===== config.mk =====
export PLATFORM = sky130hd
export DESIGN_NAME = multicycle_controller
export DESIGN_NICKNAME = d
export VERILOG_FILES = /design/src/rtl/multicycle_controller.sv
export SDC_FILE = /design/constraint.sdc
export NUM_CORES = 1
export LEC_CHECK = 0
export ABC_AREA = 0
export CAP_MARGIN = 20
export CORE_ASPECT_RATIO = 1.2
export CORE_MARGIN = 8
export CORE_UTILIZATION = 47
export DETAILED_ROUTE_END_ITERATION = 8
export PLACE_DENSITY = 0.79
export SLEW_MARGIN = 5
export SYNTH_ARGS = -nofsm -noshare
export SYNTH_HDL_FRONTEND = slang
export SYNTH_SLANG_ARGS = --single-unit

===== constraint.sdc =====
create_clock -name clk -period 2.2 [get_ports clk]
set_clock_uncertainty 0.2 [all_clocks]
set_input_delay 0.44 -clock clk [delete_from_list [all_inputs] [get_ports clk]]
set_output_delay 0.44 -clock clk [all_outputs]
set_load 0.05 [all_outputs]

===== src/rtl/multicycle_controller.sv =====
// multicycle_controller: RV32I multi-cycle control FSM sequencing FETCH/DECODE/EXEC/MEM/WB/TRAP
// Ports: opcode/funct3/funct7 come from the instruction register, mem_ready is the memory handshake
//   and br_taken is the branch comparator result. The strobes are fetch_req, ir_en, pc_en, rf_en,
//   rd_en, wr_en and trap. The datapath selects are pc_sel, aluop, sel_a, sel_b, sel_wb, mem_mode
//   and br_type. mcause and state are status outputs.
module multicycle_controller #(
    parameter int MEM_TIMEOUT = 16
) (
    input  logic       clk,
    input  logic       rst,
    input  logic [6:0] opcode,
    input  logic [2:0] funct3,
    input  logic [6:0] funct7,
    input  logic       mem_ready,
    input  logic       br_taken,
    output logic       fetch_req,
    output logic       ir_en,
    output logic       pc_en,
    output logic [1:0] pc_sel,
    output logic [3:0] aluop,
    output logic       rf_en,
    output logic       sel_a,
    output logic       sel_b,
    output logic [1:0] sel_wb,
    output logic       rd_en,
    output logic       wr_en,
    output logic [2:0] mem_mode,
    output logic [2:0] br_type,
    output logic       trap,
    output logic [1:0] mcause,
    output logic [2:0] state
);
    localparam int TO_W = $clog2(MEM_TIMEOUT + 1);
    localparam int CW = TO_W > 0 ? TO_W : 1;

    typedef enum logic [2:0] {FETCH, DECODE, EXEC, MEM, WB, TRAP} state_t;
    typedef enum logic [3:0] {C_R, C_I, C_LD, C_ST, C_BR, C_LUI, C_AUIPC, C_JAL, C_JALR} cls_t;

    state_t        st, nxt;
    cls_t          cls, d_cls;
    logic [CW-1:0] cnt;
    logic [3:0]    d_alu, alu_f;
    logic          d_sa, d_sb, d_ill, timeout;
    logic [1:0]    d_wb;
    logic [2:0]    d_mm, d_bt;

    assign state = st;
    // Trap only when this cycle would bring the counter to the limit without a ready.
    assign timeout = MEM_TIMEOUT != 0 && !mem_ready && int'(cnt) + 1 >= MEM_TIMEOUT;

    always_comb begin
        alu_f = 4'd0;
        case (funct3)
            3'b000: alu_f = funct7[5] ? 4'd1 : 4'd0;
            3'b001: alu_f = 4'd2;
            3'b010: alu_f = 4'd3;
            3'b011: alu_f = 4'd4;
            3'b100: alu_f = 4'd5;
            3'b101: alu_f = funct7[5] ? 4'd7 : 4'd6;
            3'b110: alu_f = 4'd8;
            3'b111: alu_f = 4'd9;
            default: alu_f = 4'd0;
        endcase
    end

    always_comb begin
        d_cls = C_R;
        d_alu = 4'd0;
        d_sa  = 1'b0;
        d_sb  = 1'b1;
        d_wb  = 2'b00;
        d_mm  = 3'b000;
        d_bt  = 3'b000;
        d_ill = 1'b0;
        case (opcode)
            7'b0110011: begin
                d_sb  = 1'b0;
                d_alu = alu_f;
                d_ill = !(funct7 == 7'h00 || (funct7 == 7'h20 && (funct3 == 3'b000 || funct3 == 3'b101)));
            end
            7'b0010011: begin
                d_cls = C_I;
                d_alu = funct3 == 3'b000 ? 4'd0 : alu_f;
                d_ill = (funct3 == 3'b001 && funct7 != 7'h00) ||
                        (funct3 == 3'b101 && funct7 != 7'h00 && funct7 != 7'h20);
            end
            7'b0000011: begin
                d_cls = C_LD;
                d_wb  = 2'b01;
                d_mm  = funct3 == 3'b100 ? 3'd3 : funct3 == 3'b101 ? 3'd4 : funct3;
                d_ill = funct3 == 3'b011 || funct3 == 3'b110 || funct3 == 3'b111;
            end
            7'b0100011: begin
                d_cls = C_ST;
                d_mm  = funct3;
                d_ill = funct3 > 3'b010;
            end
            7'b1100011: begin
                d_cls = C_BR;
                d_sa  = 1'b1;
                d_bt  = funct3;
                d_ill = funct3 == 3'b010 || funct3 == 3'b011;
            end
            7'b0110111: begin
                d_cls = C_LUI;
                d_alu = 4'd10;
            end
            7'b0010111: begin
                d_cls = C_AUIPC;
                d_sa  = 1'b1;
            end
            7'b1101111: begin
                d_cls = C_JAL;
                d_sa  = 1'b1;
                d_wb  = 2'b10;
            end
            7'b1100111: begin
                d_cls = C_JALR;
                d_wb  = 2'b10;
                d_ill = funct3 != 3'b000;
            end
            default: d_ill = 1'b1;
        endcase
    end

    always_ff @(posedge clk or posedge rst) begin
        if (rst) st <= FETCH;
        else     st <= nxt;
    end

    always_ff @(posedge clk or posedge rst) begin
        if (rst) begin
            cnt      <= '0;
            mcause   <= 2'b00;
            cls      <= C_R;
            aluop    <= 4'd0;
            sel_a    <= 1'b0;
            sel_b    <= 1'b0;
            sel_wb   <= 2'b00;
            mem_mode <= 3'b000;
            br_type  <= 3'b000;
        end else begin
            // Every state change clears the counter, which covers entry to FETCH and MEM.
            cnt <= nxt != st ? '0 : (!mem_ready && int'(cnt) < MEM_TIMEOUT) ? cnt + 1'b1 : cnt;
            if (nxt == TRAP && st != TRAP) mcause <= st == DECODE ? 2'b01 : 2'b10;
            if (st == DECODE) begin
                cls      <= d_cls;
                aluop    <= d_alu;
                sel_a    <= d_sa;
                sel_b    <= d_sb;
                sel_wb   <= d_wb;
                mem_mode <= d_mm;
                br_type  <= d_bt;
            end
        end
    end

    always_comb begin
        nxt = FETCH;
        case (st)
            FETCH:  nxt = mem_ready ? DECODE : timeout ? TRAP : FETCH;
            DECODE: nxt = d_ill ? TRAP : EXEC;
            EXEC:   nxt = cls == C_BR ? FETCH : (cls == C_LD || cls == C_ST) ? MEM : WB;
            MEM:    nxt = mem_ready ? (cls == C_LD ? WB : FETCH) : timeout ? TRAP : MEM;
            default: nxt = FETCH;
        endcase
    end

    always_comb begin
        fetch_req = !rst && st == FETCH;
        ir_en     = !rst && st == FETCH && mem_ready;
        rd_en     = !rst && st == MEM && cls == C_LD;
        wr_en     = !rst && st == MEM && cls == C_ST;
        rf_en     = !rst && st == WB;
        trap      = !rst && st == TRAP;
        pc_en     = !rst && (st == WB || st == TRAP || (st == EXEC && cls == C_BR) ||
                             (st == MEM && cls == C_ST && mem_ready));
        pc_sel    = st == TRAP ? 2'b10 :
                    ((st == EXEC && cls == C_BR && br_taken) ||
                     (st == WB && (cls == C_JAL || cls == C_JALR))) ? 2'b01 : 2'b00;
    end
endmodule

==> metrics.log, run 1 <==
INFO  metric mostFrequentLayoutCells = sky130_fd_sc_hd__buf_4, sky130_fd_sc_hd__clkdlybuf4s50_1, sky130_fd_sc_hd__dfrtp_1, sky130_fd_sc_hd__nand2_1, sky130_fd_sc_hd__nor2_1
INFO  metric drt_pass1_iterations = 4
INFO  metric crit_path_cell_trace = buf_4 > nor4b_4 > inv_1 > o21ai_1 > nand2_1 > a21oi_4 > buf_12
INFO  metric drv_cap = 0
INFO  metric worstPathRequired = 1.56 ns
INFO  metric timing.final.crit_period = 2.40 ns
INFO  metric drive_above_1_share = 32.5%
INFO  metric grt_setup_unrepaired = yes
INFO  metric tns = -0.424 ns
INFO  metric antenna_found_initial = 0
INFO  metric route.detailed.vias_per_inst = 5.63
INFO  metric critical_path_arrival = 1.76 ns
INFO  metric num-nets-final = 309
INFO  metric worstReg2RegStart = state[1]$_DFF_PP0_
INFO  metric use_met3 = 3.30%
INFO  metric synth_enable_flop_cells = 0
INFO  metric grt_busiest_layer = met2
INFO  metric synthToLayoutAreaGrowth = 62.0%
INFO  metric first_global_vias = 1905
INFO  metric detailedRoute.firstIterationViolations = 57
INFO  metric placed_cells_incl_taps = 315
INFO  metric synthTopCellsByArea = sky130_fd_sc_hd__dfrtp_1, sky130_fd_sc_hd__o21ai_0, sky130_fd_sc_hd__nand2_1
INFO  metric die_area = 5830 um2
INFO  metric synth_area_per_cell = 8.51 um2
INFO  metric wl = 5.04 mm
INFO  metric worst_hold_path_type = reg -> reg
INFO  metric globalRouteOverflowTotal = 0
INFO  metric slew_of_the_pin_with_the_lowest_slew_margin = 0.531 ns
INFO  metric maximum_number_of_buffers_from_clock_root_to_sink = 2
INFO  metric met1_usage = 18.0%
INFO  metric ys_ff_latch = 28
INFO  metric finalHoldWorstSlack = 0.290 ns
INFO  metric report.final.hold_viol_count = 0
INFO  metric timing.fmax = 416 MHz
INFO  metric met2_grt_util = 35.0%
INFO  metric asyncSetResetFlopFracSynth = 100%
INFO  metric startpoint_of_the_worst_hold_path = aluop[0]$_DFFE_PP0P_
INFO  metric gp_congestion = 0.845
INFO  metric synth_area_leader_cell = sky130_fd_sc_hd__dfrtp_1
INFO  metric cts.sinks = 28
INFO  metric max_slew_margin = 64.5%
INFO  metric worst-path-buf-inv = 3
INFO  metric insertedDiodeCount = 0
INFO  metric count_of_unique_library_cells_instantiated_by_yosys = 50
INFO  metric placed_cell_area = 2600 um2
INFO  metric synth.net_count = 223
INFO  metric synth_flop_cell = sky130_fd_sc_hd__dfrtp_1
INFO  metric cp-start-kind = flop
INFO  metric maximum_number_of_pins_on_one_net_before_global_route_repair = 29
INFO  metric cts_max_level = 1
INFO  metric io_buffers = 48
INFO  metric worst_setup_slack_final = -0.205 ns
INFO  metric clk_pin_slew_worst_paths = 0.09 ns
INFO  metric total_cts_buffers = 3
INFO  metric post_syn_instances = 201
INFO  metric design.portCount = 49
INFO  metric routed_wire_length_per_instance = 15.5 um
INFO  metric yosys_warnings = 0
INFO  metric cts_tree = built
INFO  metric track_usage = 17.7%
INFO  metric initial_core_util = 47.9%
INFO  metric report.final.setup_viol = 3
INFO  metric startpoint = cls[0]$_DFFE_PP0P_
INFO  metric critPathTopFamily = simple AND/OR/NAND/NOR gates
INFO  metric finish.cell_count_without_fillers = 325
INFO  metric drcViolationCount = 0
INFO  metric route.antenna.remaining_nets = 0
INFO  metric fp.dieH = 82.1 um
INFO  metric cts-hold-fix-buffers = 0
INFO  metric root_buffer_selected_by_cts = sky130_fd_sc_hd__clkbuf_8
INFO  metric setup.worst_path.end_class = output pin
INFO  metric core_region_area = 3570 um2
INFO  metric setup.worst_path.class = reg -> out
INFO  metric violated_checks = setup timing
INFO  metric floorplan.die.width = 71.1 um
INFO  metric post-dp-hpwl = 3.88 mm
INFO  metric rows = 24
INFO  metric grt_pass1_wl = 8.45 mm
INFO  metric mappedNetlistArea = 1710 um2
INFO  metric mostFrequentLayoutCell = sky130_fd_sc_hd__buf_4
INFO  metric worst_ir_drop_on_vdd = 0.000367 V
INFO  metric final-max-slew-violation-count = 0
INFO  metric synth_sequential_area_ratio = 41.0%
INFO  metric post-route-period-util = 109%
INFO  metric run_status = complete, but fails checks
INFO  metric critPathSlowestCell = sky130_fd_sc_hd__dfrtp_1
INFO  metric slowest_delay = 0.39 ns
INFO  metric dr_total_vias = 1829
INFO  metric clkLatencyLatePin = 0.27 ns
INFO  metric total_leakage_power = 1.18 nW
INFO  metric p_per_area = 828 nW/um2
INFO  metric cp_max_fo = 3
INFO  metric fin_area = 2770 um2
INFO  metric placement.setup.worst_slack = -0.140 ns
INFO  metric synth_top_area_share = 41.0%
report_power, final:
| part | switching, mW | internal (mW) | total, mW |
|---|---|---|---|
| clock network | 0.157 | 0.244 | 0.400 |
| registers | 0.0934 | 0.586 | 0.679 |
| logic | 0.698 | 0.517 | 1.21 |
area by class of cell:
class | count | area, um2
clock inverters | 1 | 30.0
fillers | 255 | 803
multi-input cells | 150 | 1010
repair buffers | 96 | 900
inverters | 8 | 33.8
clock buffers | 3 | 41.3
well taps | 39 | 48.8
flip-flops and latches | 28 | 704
registers in the layout, indices dropped and copies added, names as in the netlist, 2 cells and up:
name      flops
cnt           5
aluop         4
cls           4
br_type       3
mem_mode      3
state         3
mcause        2
sel_wb        2
worst paths after layout:
kind / to / slack (ns) / cells after the start
max in group asynchronous: state[1]$_DFF_PP0_ / 1.21 / 3
min in group asynchronous: cls[0]$_DFFE_PP0P_ / 0.30 / 3
hold / removal: aluop[0]$_DFFE_PP0P_ / 0.29 / 2
hold reg to reg: aluop[0]$_DFFE_PP0P_ / 0.29 / 2
setup reg to reg: state[1]$_DFF_PP0_ / 0.27 / 4
setup / recovery: pc_en / -0.20 / 7
per-layer routing:
metal | part of all wire, % | vias to the layer above
li1 | - | 900
met4 | 2.5 | 0
met2 | 54 | 51
met1 | 39 | 865
met3 | 4.2 | 13
met5 | 0 | -
logic make-up (layout without fill, tap and decap cells):
family,after synthesis,count (layout),share of synthesized area [%]
AOI/OAI and AO/OA,62,62,24.1
buffers and inverters,23,108,6.00
muxes,1,1,0.585
xor gates and xnor gates,7,7,3.58
adders and majority gates,1,1,0.731
DFF,28,28,41.0
and+or+nand+nor,79,79,24.0
worst register-to-register path: cells and delay by family, from the launching register on:
family / cells / cell delay [ns]
AND/OR/NAND/NOR: 2 / 0.95
AO/OA/AOI/OAI: 1 / 0.09
flip-flops: 1 / 0.44
buffers and inverters: 1 / 0.18
synth_stat cells (3+ instances only):
cell	number
sky130_fd_sc_hd__xor2_1	5
sky130_fd_sc_hd__nor2_1	20
sky130_fd_sc_hd__a22o_1	5
sky130_fd_sc_hd__and2_1	4
sky130_fd_sc_hd__clkbuf_1	7
sky130_fd_sc_hd__o21ai_0	17
sky130_fd_sc_hd__a31oi_1	7
sky130_fd_sc_hd__nand3_1	3
sky130_fd_sc_hd__nand2b_1	4
sky130_fd_sc_hd__o31ai_1	8
sky130_fd_sc_hd__dfrtp_1	28
sky130_fd_sc_hd__buf_2	6
sky130_fd_sc_hd__inv_1	7
sky130_fd_sc_hd__nor4_1	4
sky130_fd_sc_hd__a21oi_1	8
sky130_fd_sc_hd__nor2b_1	5
sky130_fd_sc_hd__nor3_1	4
sky130_fd_sc_hd__nand2_1	22
timing repair:
action                     in CTS  in global routing
resized for setup               9                  4
pin swaps                       6                  3
setup endpoints to repair       7                  5
buffers inserted                5                  1
stage by stage:
step | utilization (%) | power (mW)
6_report | 77.5 | 2.29
5_1_grt | 77.5 | 2.42
4_1_cts | 76.9 | 2.27
3_5_place_dp | 72.9 | 1.83
3_3_place_gp | 72.9 | 1.81
2_1_floorplan | - | 1.37
Power figures use the tool's default switching activity.
==> run 2, diff against run 1 <==
--- a/config.mk
+++ b/config.mk
@@ -5,13 +5,13 @@
 export SDC_FILE = /design/constraint.sdc
 export NUM_CORES = 1
 export LEC_CHECK = 0
-export ABC_AREA = 0
+export ABC_AREA = 1
 export CAP_MARGIN = 20
 export CORE_ASPECT_RATIO = 1.2
 export CORE_MARGIN = 8
-export CORE_UTILIZATION = 47
+export CORE_UTILIZATION = 48
 export DETAILED_ROUTE_END_ITERATION = 8
-export PLACE_DENSITY = 0.79
+export PLACE_DENSITY = 0.8
 export SLEW_MARGIN = 5
 export SYNTH_ARGS = -nofsm -noshare
 export SYNTH_HDL_FRONTEND = slang
==> metrics.log, run 2 <==
INFO  metric run_status = complete, but fails checks
INFO  metric violated_checks = setup timing
INFO  metric dr_total_vias = 2010 (+9.9%)
INFO  metric largest_registers = cnt (5), aluop (4), cls (4)
INFO  metric mappedNetlistArea = 1750 um2 (+2.5%)
INFO  metric root_buffer_selected_by_cts = sky130_fd_sc_hd__clkbuf_8
INFO  metric number_of_flip_flops_under_the_largest_register_name = 5 (unchanged)
INFO  metric synth_compound_area_share = 13.8% (-10 points)
INFO  metric setup.worst_path.end_class = output pin
INFO  metric die_area = 5850 um2 (+0.27%)
INFO  metric cts_max_level = 1 (unchanged)
INFO  metric final-max-slew-violation-count = 0 (unchanged)
INFO  metric detailedRoute.firstIterationViolations = 72 (+26%)
INFO  metric timing.reg2reg.setup_slack = 0.15 ns (-0.12 ns)
INFO  metric setup.worst_path.class = reg -> out
INFO  metric largest_register_by_flop_count = cnt
INFO  metric count_of_unique_library_cells_instantiated_by_yosys = 31 (-38%)
INFO  metric ys_top_cells_by_count = sky130_fd_sc_hd__nand2_1, sky130_fd_sc_hd__dfrtp_1, sky130_fd_sc_hd__nor2_1
INFO  metric cts-hold-fix-buffers = 0 (unchanged)
INFO  metric finish.cell_count_without_fillers = 373 (+15%)
INFO  metric worstReg2RegStart = state[0]$_DFF_PP0_
INFO  metric total_cts_buffers = 3 (unchanged)
INFO  metric clkLatencyLatePin = 0.27 ns (about the same)
INFO  metric io_buffers = 48 (unchanged)
INFO  metric startpoint = cls[2]$_DFFE_PP0P_
INFO  metric placed_cells_incl_taps = 365 (+16%)
INFO  metric worst_setup_slack_final = -0.0975 ns (+0.108 ns)
INFO  metric met1_usage = 19.4% (+1.4 points)
INFO  metric synth_top_area_share = 40.0% (-0.99 points)
INFO  metric cts.sinks = 28 (unchanged)
INFO  metric drt_pass1_iterations = 4 (unchanged)
INFO  metric synth_top_family_by_area = simple AND/OR/NAND/NOR gates
INFO  metric mostFrequentLayoutCell = sky130_fd_sc_hd__nand2_1
INFO  metric yosys.area_share.simple = 36.3% (+12 points)
INFO  metric worst_ir_drop_on_vdd = 0.000357 V (-2.9%)
INFO  metric post-route-period-util = 104% (-4.9 points)
INFO  metric critical_path_arrival = 1.66 ns (-0.10 ns)
INFO  metric total_leakage_power = 1.39 nW (+17%)
INFO  metric synth.net_count = 265 (+19%)
INFO  metric timing.fmax = 435 MHz (+4.7%)
INFO  metric asyncSetResetFlopFracSynth = 100% (unchanged)
INFO  metric netSwitchingFraction = 45.2% (+3.8 points)
INFO  metric use_met3 = 4.11% (+0.81 points)
INFO  metric routed_wire_length_per_instance = 14.6 um (-6.1%)
INFO  metric cp_max_fo = 3 (unchanged)
INFO  metric tns = -0.210 ns (+0.214 ns)
INFO  metric reg2reg_depth = 10 (+6)
INFO  metric first_global_vias = 1937 (+1.7%)
INFO  metric cp-start-kind = flop
INFO  metric max_slew_margin = 64.9% (+0.49 points)
INFO  metric rows = 24 (unchanged)
INFO  metric grt_setup_unrepaired = yes
INFO  metric synth_flop_cell = sky130_fd_sc_hd__dfrtp_1
INFO  metric maximum_number_of_pins_on_one_net_before_global_route_repair = 29 (unchanged)
INFO  metric timing.final.crit_period = 2.30 ns (-0.108 ns)
INFO  metric worstPathRequired = 1.56 ns (about the same)
INFO  metric internal_dissipation = 1.33 mW (-1.4%)
INFO  metric track_usage = 18.0% (+0.24 points)
INFO  metric core_region_area = 3570 um2 (unchanged)
INFO  metric p_per_area = 821 nW/um2 (-0.83%)
INFO  metric antenna_found_initial = 0 (unchanged)
INFO  metric worst_hold_path_type = reg -> reg
INFO  metric cts_tree = built
INFO  metric report.final.setup_viol = 3 (unchanged)
INFO  metric clk_pin_slew_worst_paths = 0.09 ns (about the same)
INFO  metric report.final.hold_viol_count = 0 (unchanged)
INFO  metric fp.dieH = 82.2 um (+0.14%)
INFO  metric yosys.area_share.adder = 0.714% (-0.018 points)
INFO  metric synth_area_leader_cell = sky130_fd_sc_hd__dfrtp_1
INFO  metric post-dp-hpwl = 4.14 mm (+6.6%)
INFO  metric gp_congestion = 0.893 (+5.7%)
INFO  metric synth_enable_flop_cells = 0 (unchanged)
INFO  metric floorplan.die.width = 71.2 um (+0.13%)
INFO  metric maximum_number_of_buffers_from_clock_root_to_sink = 2 (unchanged)
INFO  metric placement.setup.worst_slack = -0.219 ns (-0.0791 ns)
INFO  metric met2_grt_util = 33.2% (-1.8 points)
INFO  metric grt_busiest_layer = met2
INFO  metric sequential_share_of_power = 28.4% (-1.2 points)
INFO  metric synthToLayoutAreaGrowth = 68.2%
INFO  metric insertedDiodeCount = 0 (unchanged)
INFO  metric ys_ff_latch = 28 (unchanged)
INFO  metric most_common_cell_in_the_netlist = sky130_fd_sc_hd__nand2_1
INFO  metric route.antenna.remaining_nets = 0 (unchanged)
INFO  metric synth_area_per_cell = 7.21 um2 (-15%)
INFO  metric power_frac_comb = 55.0% (+2.1 points)
INFO  metric power.switching = 1.09 mW (+15%)
INFO  metric drcViolationCount = 0 (unchanged)
INFO  metric wl = 5.43 mm (+7.8%)
INFO  metric synthTopCellsByArea = sky130_fd_sc_hd__dfrtp_1, sky130_fd_sc_hd__nand2_1, sky130_fd_sc_hd__nor2_1
INFO  metric drive_above_1_share = 32.9% (+0.42 points)
INFO  metric drv_cap = 0 (unchanged)
INFO  metric grt_pass1_wl = 8.69 mm (+2.9%)
INFO  metric synth_xor_area_share = 1.50% (-2.1 points)
INFO  metric synth_sequential_area_ratio = 40.0% (-0.99 points)
INFO  metric post_syn_instances = 243 (+21%)
INFO  metric timing.rr.end = mcause[1]$_DFFE_PP0P_
INFO  metric initial_core_util = 49.1% (+1.2 points)
INFO  metric num-nets-final = 357 (+16%)
INFO  metric critPathCapture = pc_en
INFO  metric yosys_warnings = 0 (unchanged)
INFO  metric globalRouteOverflowTotal = 0 (unchanged)
INFO  metric clkPwrFrac = 16.6% (-0.9 points)
INFO  metric share_of_synthesized_area_spent_on_multiplexers = 0.571% (-0.014 points)
INFO  metric slew_of_the_pin_with_the_lowest_slew_margin = 0.524 ns (-0.00732 ns)
INFO  metric design.portCount = 49 (unchanged)
INFO  metric route.detailed.vias_per_inst = 5.39 (-4.2%)
INFO  metric mostFrequentLayoutCells = sky130_fd_sc_hd__nand2_1, sky130_fd_sc_hd__buf_4, sky130_fd_sc_hd__clkdlybuf4s50_1, sky130_fd_sc_hd__dfrtp_1, sky130_fd_sc_hd__nor2_1
## run 2: changes by cell type after synthesis, sizes merged, moves of 5 or more
cell and change:
nand3 +19, inv +20, o31ai -5, nand2 +46, nor2b -5, nor2 +11, buf -6
## run 2: power groups by stage
| stage | Sequential [mW] | Combinational [mW] | Clock [mW] |
|---|---|---|---|
| 3_3_place_gp | 0.691 | 1.15 | 0 |
| 3_5_place_dp | 0.696 | 1.19 | 0 |
| 2_1_floorplan | 0.860 | 0.576 | 0 |
| 5_1_grt | 0.699 | 1.41 | 0.429 |
| 4_1_cts | 0.678 | 1.23 | 0.406 |
| 6_report | 0.688 | 1.33 | 0.402 |
## run 2: routing by layer
layer | up-vias | share of wire [%] | routed length (um)
met3 | 9 | 5.2 | 282
met1 | 951 | 39 | 2100
li1 | 989 | - | -
met5 | - | 0 | 0
met4 | 0 | 1.6 | 89
met2 | 61 | 54 | 2950
## run 2: metrics by stage
step	hold WS (ns)	utilization (%)	instance area (um2)	power (mW)
after global placement	0.265	76.0	2720	1.84
after detailed placement	0.265	76.0	2720	1.88
after global routing	0.317	82.5	2950	2.54
after floorplan	0.340	-	1830	1.44
final	0.286	82.5	2950	2.42
after CTS	0.290	78.6	2810	2.32
## run 2: cell families after synthesis
| family | Yosys count |
|---|---|
| flip-flops | 28 |
| AO/OA/AOI/OAI | 41 |
| buffers and inverters | 33 |
| adder cells (fa/ha/maj) | 1 |
| multiplexers | 1 |
| AND/OR/NAND/NOR | 136 |
| XOR/XNOR | 3 |
## run 2: layout make-up
type | count | area, um2
Inverter | 28 | 108
Timing Repair Buffer | 92 | 921
Multi-Input combinational cell | 182 | 1100
Sequential cell | 28 | 704
Clock buffer | 3 | 41.3
Clock inverter | 1 | 30.0
Tap cell | 39 | 48.8
Fill cell | 205 | 624
## run 2: worst max-delay path: stages, from the launching register on
cell and delay, ns:
sky130_fd_sc_hd__dfrtp_1 0.38, sky130_fd_sc_hd__inv_2 0.07, sky130_fd_sc_hd__nor2_4 0.14, sky130_fd_sc_hd__nand3_4 0.10
sky130_fd_sc_hd__nor4_4 0.29, sky130_fd_sc_hd__a21oi_2 0.08, sky130_fd_sc_hd__a21oi_4 0.18, sky130_fd_sc_hd__buf_12 0.15
## run 2: worst min-delay path by stage
| stage | start | end | slack [ns] | cells after the start |
|---|---|---|---|---|
| final | sel_wb[1]$_DFFE_PP0P_ | sel_wb[1]$_DFFE_PP0P_ | 0.29 | 2 |
| after global routing | sel_wb[1]$_DFFE_PP0P_ | sel_wb[1]$_DFFE_PP0P_ | 0.32 | 2 |
| after CTS | sel_wb[1]$_DFFE_PP0P_ | sel_wb[1]$_DFFE_PP0P_ | 0.29 | 2 |
| after detailed placement | sel_wb[1]$_DFFE_PP0P_ | sel_wb[1]$_DFFE_PP0P_ | 0.27 | 2 |
| after global placement | sel_wb[1]$_DFFE_PP0P_ | sel_wb[1]$_DFFE_PP0P_ | 0.27 | 2 |
| after floorplan | opcode[3] | cls[3]$_DFFE_PP0P_ | 0.34 | 1 |
## run 2: timing repair
item                       CTS  global route
setup buffers                2             2
setup endpoints to repair    3            12
gates resized for setup      1            38
hold endpoints to repair     0             0
pin swaps                    0            16
==> run 3, diff against run 2 <==
--- a/config.mk
+++ b/config.mk
@@ -9,10 +9,10 @@
 export CAP_MARGIN = 20
 export CORE_ASPECT_RATIO = 1.2
 export CORE_MARGIN = 8
-export CORE_UTILIZATION = 48
+export CORE_UTILIZATION = 51
 export DETAILED_ROUTE_END_ITERATION = 8
-export PLACE_DENSITY = 0.8
-export SLEW_MARGIN = 5
+export PLACE_DENSITY = 0.84
+export SLEW_MARGIN = 15
 export SYNTH_ARGS = -nofsm -noshare
 export SYNTH_HDL_FRONTEND = slang
 export SYNTH_SLANG_ARGS = --single-unit
==> constraint.sdc (replaced) <==
create_clock -name clk -period 2.8 [get_ports clk]
set_clock_uncertainty 0.2 [all_clocks]
set_input_delay 0.56 -clock clk [delete_from_list [all_inputs] [get_ports clk]]
set_output_delay 0.56 -clock clk [all_outputs]
set_load 0.05 [all_outputs]
==> metrics.log, run 3 (same netlist as run 2, synthesis figures left out) <==
INFO  metric antenna_found_initial = 0 (unchanged)
INFO  metric power.switching = 0.744 mW (-32%)
INFO  metric cts_tree = built
INFO  metric report.final.hold_viol_count = 0 (unchanged)
INFO  metric cp_max_fo = 8 (+5)
INFO  metric grt_pass1_wl = 7.61 mm (-12%)
INFO  metric route.antenna.remaining_nets = 0 (unchanged)
INFO  metric floorplan.die.width = 69.5 um (-2.3%)
INFO  metric run_status = finished, final reports clean
INFO  metric drt_pass1_iterations = 4 (unchanged)
INFO  metric final-max-slew-violation-count = 0 (unchanged)
INFO  metric multiInputGateArea = 927 um2 (-15%)
INFO  metric tns = 0 ns (+0.210 ns)
INFO  metric crit_path_cell_trace = clkdlybuf4s50_1 > nor4_1 > buf_12
INFO  metric slowest_delay = 0.55 ns (+0.17 ns)
INFO  metric placement.setup.worst_slack = 0.195 ns (+0.414 ns)
INFO  metric cts_max_level = 1 (unchanged)
INFO  metric mostFrequentLayoutCells = sky130_fd_sc_hd__nand2_1, sky130_fd_sc_hd__clkdlybuf4s50_1, sky130_fd_sc_hd__dfrtp_1, sky130_fd_sc_hd__nor2_1, sky130_fd_sc_hd__inv_1
INFO  metric drv_cap = 0 (unchanged)
INFO  metric fin_area = 2430 um2 (-17%)
INFO  metric timing.fmax = 380 MHz
INFO  metric largest_registers = cnt (5), aluop (4), cls (4)
INFO  metric setup.worst_path.class = in -> out
INFO  metric setup.worst_path.end_class = output pin
INFO  metric num-nets-final = 316 (-11%)
INFO  metric worstPathRequired = 2.04 ns (+0.48 ns)
INFO  metric grt_setup_unrepaired = no
INFO  metric dr_total_vias = 1814 (-9.8%)
INFO  metric post-dp-hpwl = 3.56 mm (-14%)
INFO  metric maximum_number_of_buffers_from_clock_root_to_sink = 2 (unchanged)
INFO  metric worst_setup_slack_final = 0.169 ns (+0.267 ns)
INFO  metric mostFrequentLayoutCell = sky130_fd_sc_hd__nand2_1
INFO  metric insertedDiodeCount = 0 (unchanged)
INFO  metric post-route-period-util = 94.0%
INFO  metric design.portCount = 49 (unchanged)
INFO  metric root_buffer_selected_by_cts = sky130_fd_sc_hd__clkbuf_8
INFO  metric worst_hold_path_type = reg -> reg
INFO  metric die_area = 5580 um2 (-4.7%)
INFO  metric critical_path_arrival = 1.87 ns (+0.21 ns)
INFO  metric first_global_vias = 1786 (-7.8%)
INFO  metric io_buffers = 48 (unchanged)
INFO  metric maximum_number_of_pins_on_one_net_before_global_route_repair = 29 (unchanged)
INFO  metric initial_core_util = 53.0% (+3.9 points)
INFO  metric drive_above_1_share = 11.9% (-21 points)
INFO  metric largest_register_by_flop_count = cnt
INFO  metric drcViolationCount = 0 (unchanged)
INFO  metric cts-hold-fix-buffers = 0 (unchanged)
INFO  metric clkLatencyLatePin = 0.27 ns (about the same)
INFO  metric synthToLayoutAreaGrowth = 38.8%
INFO  metric fp.dieH = 80.2 um (-2.4%)
INFO  metric postCtsResizedCells = 0 (-1)
INFO  metric internal_dissipation = 0.942 mW (-29%)
INFO  metric placed_cell_area = 2360 um2 (-13%)
INFO  metric wl = 4.41 mm (-19%)
INFO  metric slew_of_the_pin_with_the_lowest_slew_margin = 0.607 ns (+0.0833 ns)
INFO  metric routed_wire_length_per_instance = 13.4 um (-8.1%)
INFO  metric post_cts_buffers = 0 (-2)
INFO  metric max_slew_margin = 59.5% (-5.5 points)
INFO  metric track_usage = 16.0% (-2.0 points)
INFO  metric n_fill_cell = 253 (+23%)
INFO  metric sequential_share_of_power = 31.5% (+3.1 points)
INFO  metric worst_ir_drop_on_vdd = 0.000685 V (+92%)
INFO  metric globalRouteOverflowTotal = 0 (unchanged)
INFO  metric clk_pin_slew_worst_paths = 0.09 ns (about the same)
INFO  metric p_per_area = 693 nW/um2 (-16%)
INFO  metric report.final.setup_viol = 0 (-3)
INFO  metric seqCellArea = 701 um2 (-0.53%)
INFO  metric total_leakage_power = 1.09 nW (-21%)
INFO  metric netSwitchingFraction = 44.1% (-1.0 points)
INFO  metric route.detailed.vias_per_inst = 5.50 (+2.0%)
INFO  metric power_frac_comb = 50.0% (-5.0 points)
INFO  metric cp-start-kind = input port
INFO  metric detailedRoute.firstIterationViolations = 144 (+100%)
INFO  metric clkPwrFrac = 18.5% (+1.9 points)
INFO  metric critPathSlowestCell = sky130_fd_sc_hd__clkdlybuf4s50_1
INFO  metric cts.sinks = 28 (unchanged)
INFO  metric timing.final.crit_period = 2.63 ns
INFO  metric gp_congestion = 0.933 (+4.5%)
INFO  metric total_cts_buffers = 3 (unchanged)
INFO  metric rows = 23 (-4.2%)
INFO  metric number_of_flip_flops_under_the_largest_register_name = 5 (unchanged)
INFO  metric core_region_area = 3310 um2 (-7.4%)
## run 3: cell count changes in the layout (fill, tap and decap cells not counted), sizes merged
cell | before | now
buf | 55 | 11
clkdlybuf4s50 | 30 | 40
dlymetal6s2s | 7 | 0
## run 3: stage by stage
step | hold WS, ns | util, % | cells | total power, mW
global placement | 0.262 | 71.4 | 326 | 1.36
floorplan | 0.342 | - | 243 | 1.09
CTS | 0.289 | 73.5 | 330 | 1.69
global route | 0.319 | 73.5 | 330 | 1.78
detailed placement | 0.266 | 71.4 | 326 | 1.38
finish | 0.290 | 73.5 | 330 | 1.69
## run 3: worst paths after layout
| kind | cells after the start | to | slack, ns | start |
|---|---|---|---|---|
| worst max-delay path | 3 | wr_en | 0.17 | rst |
| worst min-delay path | 2 | sel_wb[0]$_DFFE_PP0P_ | 0.29 | sel_wb[0]$_DFFE_PP0P_ |
| worst max register to register | 8 | aluop[0]$_DFFE_PP0P_ | 0.70 | state[1]$_DFF_PP0_ |
| worst min register to register | 2 | sel_wb[0]$_DFFE_PP0P_ | 0.29 | sel_wb[0]$_DFFE_PP0P_ |
| max in group asynchronous | 3 | state[2]$_DFF_PP0_ | 1.48 | rst |
| min in group asynchronous | 3 | cls[1]$_DFFE_PP0P_ | 0.66 | rst |
## run 3: power by group through the flow
stage / Sequential, mW / Combinational [mW] / Clock (mW)
finish: 0.531 / 0.844 / 0.312
global route: 0.541 / 0.905 / 0.337
CTS: 0.530 / 0.845 / 0.317
detailed placement: 0.539 / 0.842 / 0
global placement: 0.534 / 0.824 / 0
floorplan: 0.666 / 0.420 / 0
## run 3: area by class of cell
cell class | instances | share of cell area [%]
Multi-Input combinational cell | 182 | 38.1
Sequential cell | 28 | 28.8
Timing Repair Buffer | 51 | 24.0
Inverter | 28 | 4.32
Tap cell | 37 | 1.90
Clock buffer | 3 | 1.70
Clock inverter | 1 | 1.23
## run 3: metal layers
layer	share of wire, %	track usage, %	vias up	routed length (um)
met5	0	0	-	0
met4	1.7	9.24	0	74
met3	5.2	2.83	8	231
met2	49	27.5	62	2170
met1	44	18.3	839	1940
li1	-	-	905	-
## run 3: worst max-delay path, delay by kind of cell
kind                   cells  cell delay [ns]
buffers and inverters      2             0.76
AND/OR/NAND/NOR            1             0.55
